`config.mk`:
```
export PLATFORM = sky130hd
export DESIGN_NAME = fpmul_arbiter
export DESIGN_NICKNAME = d
export VERILOG_FILES = /design/src/rtl/fpmul_pkg.sv /design/src/rtl/rr_arbiter.sv /design/src/rtl/fpmul_arbiter.sv
export SDC_FILE = /design/constraint.sdc
export NUM_CORES = 1
export LEC_CHECK = 0
export CAP_MARGIN = 25
export CORE_AREA = 2 2 159 161
export CTS_BUF_LIST = sky130_fd_sc_hd__clkbuf_4
export CTS_CLUSTER_DIAMETER = 50
export CTS_CLUSTER_SIZE = 30
export DETAILED_ROUTE_END_ITERATION = 12
export DIE_AREA = 0 0 161 163
export DONT_BUFFER_PORTS = 1
export SETUP_SLACK_MARGIN = 0.02
export SYNTH_ARGS = -nofsm -noshare
export SYNTH_HDL_FRONTEND = slang
export SYNTH_SLANG_ARGS = --single-unit
```
`constraint.sdc`:
```
create_clock -name clk -period 2.78 [get_ports clk]
set_input_delay 0.417 -clock clk [delete_from_list [all_inputs] [get_ports clk]]
set_output_delay 0.417 -clock clk [all_outputs]
set_load 0.02 [all_outputs]
```
`src/rtl/fpmul_pkg.sv`:
```
// Shared types and constants for the FP32 multiplier and its request arbiter.
package fpmul_pkg;

  typedef enum logic [1:0] {
    ST_IDLE  = 2'd0,
    ST_ISSUE = 2'd1,
    ST_WAIT  = 2'd2,
    ST_RESP  = 2'd3
  } fpmul_arb_state_t;

  localparam int FLAG_W       = 5;
  localparam int FLAG_TIMEOUT = 4;
  localparam int FLAG_NAN     = 3;
  localparam int FLAG_INF     = 2;
  localparam int FLAG_OVF     = 1;
  localparam int FLAG_UNF     = 0;

  localparam logic [31:0] FP32_ZERO    = 32'h0000_0000;
  localparam logic [31:0] FP32_POS_INF = 32'h7F80_0000;
  localparam logic [31:0] FP32_QNAN    = 32'h7FC0_0000;

  // Places each exception bit at its named index so callers never hand-pack the vector.
  function automatic logic [FLAG_W-1:0] mk_flags(input logic tmo, input logic nan,
                                                 input logic inf, input logic ovf,
                                                 input logic unf);
    logic [FLAG_W-1:0] f;
    f               = '0;
    f[FLAG_TIMEOUT] = tmo;
    f[FLAG_NAN]     = nan;
    f[FLAG_INF]     = inf;
    f[FLAG_OVF]     = ovf;
    f[FLAG_UNF]     = unf;
    return f;
  endfunction

endpackage

```
`src/rtl/rr_arbiter.sv`:
```
// Combinational round-robin pick: first asserted request at or after ptr_i, wrapping modulo N.
module rr_arbiter #(
  parameter int N  = 4,
  parameter int IW = $clog2(N)
) (
  input  logic [N-1:0]  req_i,
  input  logic [IW-1:0] ptr_i,
  output logic [N-1:0]  gnt_o,
  output logic [IW-1:0] idx_o,
  output logic          any_o
);

  logic [IW:0]   sum;
  logic [IW-1:0] j;
  logic          found;

  always_comb begin
    gnt_o = '0;
    idx_o = '0;
    found = 1'b0;
    sum   = '0;
    j     = '0;
    for (int k = 0; k < N; k++) begin
      // One extra bit keeps ptr+k from aliasing before the modulo-N fold.
      sum = {1'b0, ptr_i} + (IW+1)'(k);
      if (sum >= (IW+1)'(N)) sum = sum - (IW+1)'(N);
      j = sum[IW-1:0];
      if (!found && req_i[j]) begin
        found    = 1'b1;
        gnt_o[j] = 1'b1;
        idx_o    = j;
      end
    end
  end

  assign any_o = found;

endmodule

```
`src/rtl/fpmul_arbiter.sv`:
```
// Time-shares one FP32 multiplier between NUM_REQ requesters: round-robin accept,
// start pulse, done-or-watchdog wait, then a single held response per request.
module fpmul_arbiter
  import fpmul_pkg::*;
#(
  parameter  int NUM_REQ = 4,
  parameter  int TIMEOUT = 16,
  localparam int IW      = $clog2(NUM_REQ),
  localparam int CW      = $clog2(TIMEOUT + 1)
) (
  input  logic                  clk,
  input  logic                  rst_n,
  input  logic [NUM_REQ-1:0]    req_valid_i,
  output logic [NUM_REQ-1:0]    req_ready_o,
  input  logic [NUM_REQ*32-1:0] req_a_i,
  input  logic [NUM_REQ*32-1:0] req_b_i,
  output logic                  resp_valid_o,
  input  logic                  resp_ready_i,
  output logic [IW-1:0]         resp_id_o,
  output logic [31:0]           resp_product_o,
  output logic [4:0]            resp_flags_o,
  output logic [31:0]           mul_a_o,
  output logic [31:0]           mul_b_o,
  output logic                  mul_start_o,
  input  logic                  mul_done_i,
  input  logic                  mul_nan_i,
  input  logic                  mul_inf_i,
  input  logic                  mul_ovf_i,
  input  logic                  mul_unf_i,
  input  logic [31:0]           mul_product_i,
  output logic                  busy_o
);

  fpmul_arb_state_t state_q, state_d;
  logic [IW-1:0]    ptr_q, ptr_d;
  logic [CW-1:0]    cnt_q, cnt_d;
  logic [31:0]      a_q, a_d, b_q, b_d;
  logic [IW-1:0]    id_q, id_d;
  logic [31:0]      prod_q, prod_d;
  logic [4:0]       flags_q, flags_d;

  logic [NUM_REQ-1:0]       gnt;
  logic [IW-1:0]            arb_idx;
  logic                     arb_any;
  logic [NUM_REQ-1:0][31:0] a_lane, b_lane;

  assign a_lane = req_a_i;
  assign b_lane = req_b_i;

  rr_arbiter #(.N(NUM_REQ), .IW(IW)) u_rr (
    .req_i (req_valid_i),
    .ptr_i (ptr_q),
    .gnt_o (gnt),
    .idx_o (arb_idx),
    .any_o (arb_any)
  );

  always_comb begin
    state_d = state_q;
    ptr_d   = ptr_q;
    cnt_d   = cnt_q;
    a_d     = a_q;
    b_d     = b_q;
    id_d    = id_q;
    prod_d  = prod_q;
    flags_d = flags_q;
    case (state_q)
      ST_IDLE: begin
        if (arb_any) begin
          a_d     = a_lane[arb_idx];
          b_d     = b_lane[arb_idx];
          id_d    = arb_idx;
          ptr_d   = (arb_idx == IW'(NUM_REQ - 1)) ? '0 : arb_idx + IW'(1);
          state_d = ST_ISSUE;
        end
      end
      ST_ISSUE: begin
        cnt_d   = '0;
        state_d = ST_WAIT;
      end
      ST_WAIT: begin
        cnt_d = (cnt_q == CW'(TIMEOUT)) ? cnt_q : cnt_q + CW'(1);
        // done is checked first so it wins a tie with the watchdog threshold
        if (mul_done_i) begin
          prod_d  = mul_product_i;
          flags_d = mk_flags(1'b0, mul_nan_i, mul_inf_i, mul_ovf_i, mul_unf_i);
          state_d = ST_RESP;
        end else if (cnt_q == CW'(TIMEOUT - 1)) begin
          prod_d  = FP32_ZERO;
          flags_d = mk_flags(1'b1, 1'b0, 1'b0, 1'b0, 1'b0);
          state_d = ST_RESP;
        end
      end
      ST_RESP: begin
        if (resp_ready_i) state_d = ST_IDLE;
      end
      default: state_d = ST_IDLE;
    endcase
  end

  always_ff @(posedge clk or negedge rst_n) begin
    if (!rst_n) begin
      state_q <= ST_IDLE;
      ptr_q   <= '0;
      cnt_q   <= '0;
      a_q     <= FP32_ZERO;
      b_q     <= FP32_ZERO;
      id_q    <= '0;
      prod_q  <= FP32_ZERO;
      flags_q <= '0;
    end else begin
      state_q <= state_d;
      ptr_q   <= ptr_d;
      cnt_q   <= cnt_d;
      a_q     <= a_d;
      b_q     <= b_d;
      id_q    <= id_d;
      prod_q  <= prod_d;
      flags_q <= flags_d;
    end
  end

  // Grant is gated by rst_n so ready stays low while reset is held, even with requests pending.
  assign req_ready_o    = (rst_n && state_q == ST_IDLE) ? gnt : '0;
  assign mul_start_o    = (state_q == ST_ISSUE);
  assign resp_valid_o   = (state_q == ST_RESP);
  assign busy_o         = (state_q != ST_IDLE);
  assign mul_a_o        = a_q;
  assign mul_b_o        = b_q;
  assign resp_id_o      = id_q;
  assign resp_product_o = prod_q;
  assign resp_flags_o   = flags_q;

endmodule
```
==> impl.org, run 1 <==
** Status
- The run finished, with violations left.
- Violations in the final reports :: hold timing, setup timing

** Timing
- Final min period :: ~3 ns
- In this run the tightest slew margin relative to its limit is a little over half.
- Finish-stage setup viols :: 69
- The total count of hold-check failures in the final report is ~110.
- Setup slack on the critical path of the routed design comes to -0.2411 ns.
- The max-slew violation count was 0.
- Derived from the worst setup path, the maximum achievable clock frequency is about 330 MHz.
- Setup repair after global routing could not meet its margin everywhere.
- Final hold slack :: -0.4203 ns
- For the pin with the worst max-slew slack, the measured transition is roughly 0.71 ns.
- Post-route clock period utilization :: 108.7%
- The clock arrives with roughly 0.036 ns of skew.

** Floorplan
- Cell Rows :: between 50 and 60
- Once the floorplan was initialized, standard cells occupied 26.68% of the core.
- The die covers 26240 um^2.
- Horizontal extent of the die :: ~160 um
- Pin placement for this block handled between 400 and 500 I/O pins.
- Measured along the y axis, the die boundary spans 163 um.
- Floorplan core area :: 24670 um^2

** Route
- The first routing iteration left between 200 and 300 violations.
- Post-detailed-route wirelength per cell :: roughly 27 um
- First-pass detailed-route iteration total :: 4
- The routed design has 25.28 mm of wire.
- The count of nets left with antenna violations once routing finished came out at 0.
- Via count :: 5148
- Using the TritonRoute via totals, the vias-per-cell ratio works out to between 5 and 6.
- After detailed routing, the number of remaining DRC violations is 0.

** GRT
- Wire length of the first global-routing pass :: 33.18 mm
- Largest net degree at the start of global routing :: roughly 110
- Total congestion overflow :: 0
- The number of global-route vias before repair came to slightly above 5000.
- The initial antenna violation count came to 6.
- Global routing consumed, over all layers together, between 15 and 20% of the routing resources.

** Setup path
- For flop-to-flop paths, the worst setup slack is -0.24 ns.
- In this run the worst setup path begins at ptr_q[1].
- Most frequent cell on the critical path :: sky130_fd_sc_hd__buf_6
- On the critical path, the stage with the largest delay is an instance of sky130_fd_sc_hd__mux4_2.
- Critical Path Sink Type :: primary output
- CP Launch Type :: flop
- In this run the worst path has a maximum fanout of 4.
- Worst EP arrival :: 2.60 ns
- Number of cell instances on the worst register-to-register path :: 12
- Cells traversed along the worst timing path :: inv_2 > ha_4 > mux4_2 > buf_6 > nor2b_4 > buf_6 > a22oi_1 > nor2_1 > a221oi_2 > nor2_2
- The worst register-to-register path begins at ptr_q[1].
- The setup path with the least slack is of type reg -> out.
- Endpoint of the lowest-slack register-to-register path :: mul_a_o[21]
- Data on the critical path is required at its endpoint by around 2.4 ns.
- In this design, the stage delay of the slowest critical-path cell is about 0.54 ns.
- Crit path to :: req_ready_o[2]

** CTS
- TritonCTS built the clock tree.
- Count of clock tree sinks :: 112
- H-tree depth reported by CTS :: 3
- After clock tree synthesis, the clock-pin slew on the worst setup and hold paths is approximately 0.21 ns.
- The later pin in the worst-skew pair is clocked with a latency of around 0.5 ns.
- Clock root cell :: sky130_fd_sc_hd__clkbuf_4
- TritonCTS Buffers :: 9
- Max Buffers Root-to-Sink :: 2

** Pwr
- Power Density :: 1600 nW/um^2
- Leakage power :: roughly 3.6 nW
- VDD sags by at most ~530 uV.

** Placed design
- Post-detail-place hpwl :: ~17 mm
- I/O Buffers :: 0
- Instance count after placement with tap cells included :: between 800 and 900
- Final GP Congestion :: about 0.9
- At the placement stage, the worst setup path has a slack of between 0.01 and 0.015 ns.

** Cells and area
- Number of fillers in the final layout :: approximately 2500
- The net count of the finished layout is 924.
- Final instance count without filler cells :: ~950
- Compared with the post-synthesis result, the final layout area differs by 26.67%.
- In the final layout, the share of cells above drive strength 1 is 29.20%.

** Synth
- The synthesized design contains 112 register bits.
- Yosys printed 0 warnings.
- Post-synthesis instance area :: ~6600 um^2
- After synthesis, flip-flops and latches occupy ~43% of the total area.
- After synthesis, the mean cell area works out to 11.75 um^2.
- Cells after synthesis :: 560
- Synthesized Nets :: 875
- After synthesis, the netlist uses between 40 and 50 different library cells.

** Min path
- Class of the worst hold path :: in -> async

** Flow run
- Max-cap violations in this run came to 0.
-- placed cells by master (no fill, tap or decap), types with 4 or more instances in the layout --
| master | Yosys | final |
|---|---|---|
| sky130_fd_sc_hd__a221oi_2 | 0 | 4 |
| sky130_fd_sc_hd__a22o_1 | 36 | 36 |
| sky130_fd_sc_hd__buf_12 | 0 | 13 |
| sky130_fd_sc_hd__buf_16 | 0 | 6 |
| sky130_fd_sc_hd__buf_4 | 6 | 18 |
| sky130_fd_sc_hd__buf_6 | 7 | 16 |
| sky130_fd_sc_hd__clkbuf_16 | 0 | 9 |
| sky130_fd_sc_hd__clkbuf_4 | 2 | 10 |
| sky130_fd_sc_hd__dfrtp_1 | 112 | 111 |
| sky130_fd_sc_hd__diode_2 | 0 | 5 |
| sky130_fd_sc_hd__dlygate4sd3_1 | 0 | 18 |
| sky130_fd_sc_hd__ha_1 | 15 | 14 |
| sky130_fd_sc_hd__inv_1 | 12 | 11 |
| sky130_fd_sc_hd__mux2i_1 | 132 | 128 |
| sky130_fd_sc_hd__nand2_1 | 75 | 74 |
| sky130_fd_sc_hd__nand3_1 | 5 | 5 |
| sky130_fd_sc_hd__nor2_1 | 13 | 6 |
| sky130_fd_sc_hd__nor2_2 | 0 | 6 |
| sky130_fd_sc_hd__o21ai_0 | 9 | 8 |
| sky130_fd_sc_hd__o221ai_2 | 49 | 63 |
-- final cells by class --
type                            count  area [um^2]  area share, %
Timing Repair Buffer               82         1176          14.11
Clock inverter                      5        67.56         0.8103
Sequential cell                   112         2804          33.63
Multi-Input combinational cell    392         3745          44.91
Tap cell                          330        412.9          4.952
Inverter                           12        45.04         0.5402
Antenna cell                        5        12.51         0.1501
Clock buffer                       10        75.07         0.9004
-- registers in the layout, indices dropped and copies added (netlist names) --
signal / cells
ptr_q: 2
resp_flags_o: 5
mul_b_o: 32
mul_a_o: 32
state_q: 2
cnt_q: 5
resp_id_o: 2
resp_product_o: 32
-- synth_stat cells, drive strengths merged --
| master | n | area share [%] |
|---|---|---|
| mux2i | 132 | 20 |
| dfrtp | 112 | 43 |
| nand2 | 75 | 4.3 |
| o221ai | 65 | 13 |
| a22o | 36 | 4.8 |
| buf | 30 | 3.1 |
| ha | 15 | 2.9 |
| clkbuf | 14 | 0.91 |
| nor2 | 13 | 0.74 |
| inv | 12 | 0.68 |
| o21ai | 10 | 0.76 |
| nand3 | 6 | 0.53 |
| a21oi | 4 | 0.36 |
| a221oi | 4 | 0.53 |
| a22oi | 4 | 0.46 |
| mux2 | 3 | 0.51 |
| mux4 | 3 | 1.0 |
| nor2b | 3 | 0.29 |
| a211oi | 2 | 0.23 |
| nand2b | 2 | 0.19 |
| o22ai | 2 | 0.19 |
| xnor2 | 2 | 0.27 |
| a21boi | 1 | 0.17 |
| a21o | 1 | 0.11 |
| and2 | 1 | 0.095 |
| and3 | 1 | 0.095 |
| nand4 | 1 | 0.095 |
| nor3 | 1 | 0.076 |
| o2bb2ai | 1 | 0.23 |
| o31ai | 1 | 0.11 |
| o32a | 1 | 0.15 |
| or2 | 1 | 0.095 |
| or3 | 1 | 0.095 |
-- per-layer routing --
metal	global-route usage, %	part of all wire, %	up-vias	routed length, um
met3	6.035	9.2	40	2332
met5	0	0.063	-	16
li1	-	-	2238	-
met1	19.74	38	2550	9532
met2	29.03	49	318	12450
met4	7.468	3.8	2	956
-- how the worst min path moves through the flow --
stage | startpoint | end | slack, ns | cells past startpoint
after floorplan | rst_n | cnt_q[0] | 0.12 | 0
after global placement | rst_n | resp_product_o[22] | 0.12 | 0
after detailed placement | rst_n | resp_product_o[22] | 0.12 | 0
after CTS | rst_n | mul_a_o[20] | -0.47 | 0
after global routing | rst_n | cnt_q[0] | -0.49 | 0
final | rst_n | mul_b_o[12] | -0.42 | 0
-- where the power goes --
group	internal (W)	leakage, nW	total, W	switching (W)
registers	0.00242	1.39	0.00398	0.00156
clock network	0.000291	0.0786	0.000896	0.000604
logic	0.00429	2.12	0.00847	0.00419
total	0.00700	3.59	0.0133	0.00635
-- kinds of logic (layout without fill, tap and decap cells) --
group | after synthesis | in the layout | share of synthesized area, %
compound gates | 132 | 132 | 21.40
buf+inv | 56 | 109 | 4.714
other cells | 0 | 5 | 0
simple gates | 105 | 105 | 6.577
xor+xnor | 2 | 2 | 0.2662
flops | 112 | 112 | 42.58
mux | 138 | 138 | 21.61
fa+ha+maj | 15 | 15 | 2.851
-- metrics by stage --
stage | power [W] | instance area, um^2 | setup TNS, ns | util, % | hold slack (ns)
after global routing | 0.01412 | 8338 | -19.42 | 33.79 | -0.4864
after detailed placement | 0.01054 | 7113 | 0 | 28.83 | 0.1245
after global placement | 0.01042 | 7113 | 0 | 28.83 | 0.1250
after CTS | 0.01229 | 7823 | -7.019 | 31.70 | -0.4744
final | 0.01334 | 8338 | -11.60 | 33.79 | -0.4203
after floorplan | 0.008891 | 6610 | -6.027 | - | 0.1214
-- repair_timing --
action / CTS / global route
setup endpoints to repair: 11 / 70
cloned: 5 / 11
hold endpoints to repair: 128 / 114
pin swaps: 35 / 29
hold buffers: 16 / 2
gates resized for setup: 28 / 39
buffers inserted: 15 / 13
-- critical path: cells and delay by family (launching register included) --
kind            cells  cell delay (ns)
compound gates      2             0.12
fa+ha+maj           1             0.27
buf+inv             3             0.33
flops               1             0.40
mux                 1             0.54
simple gates        3             0.47
Note: power is estimated with default switching activity, not from simulation.
==> run 2: changes to the inputs <==
Settings changed: CAP_MARGIN 25 to unset.
==> results of run 2 <==
Same layout as run 1: the final DEF is identical, and so are final timing and power.
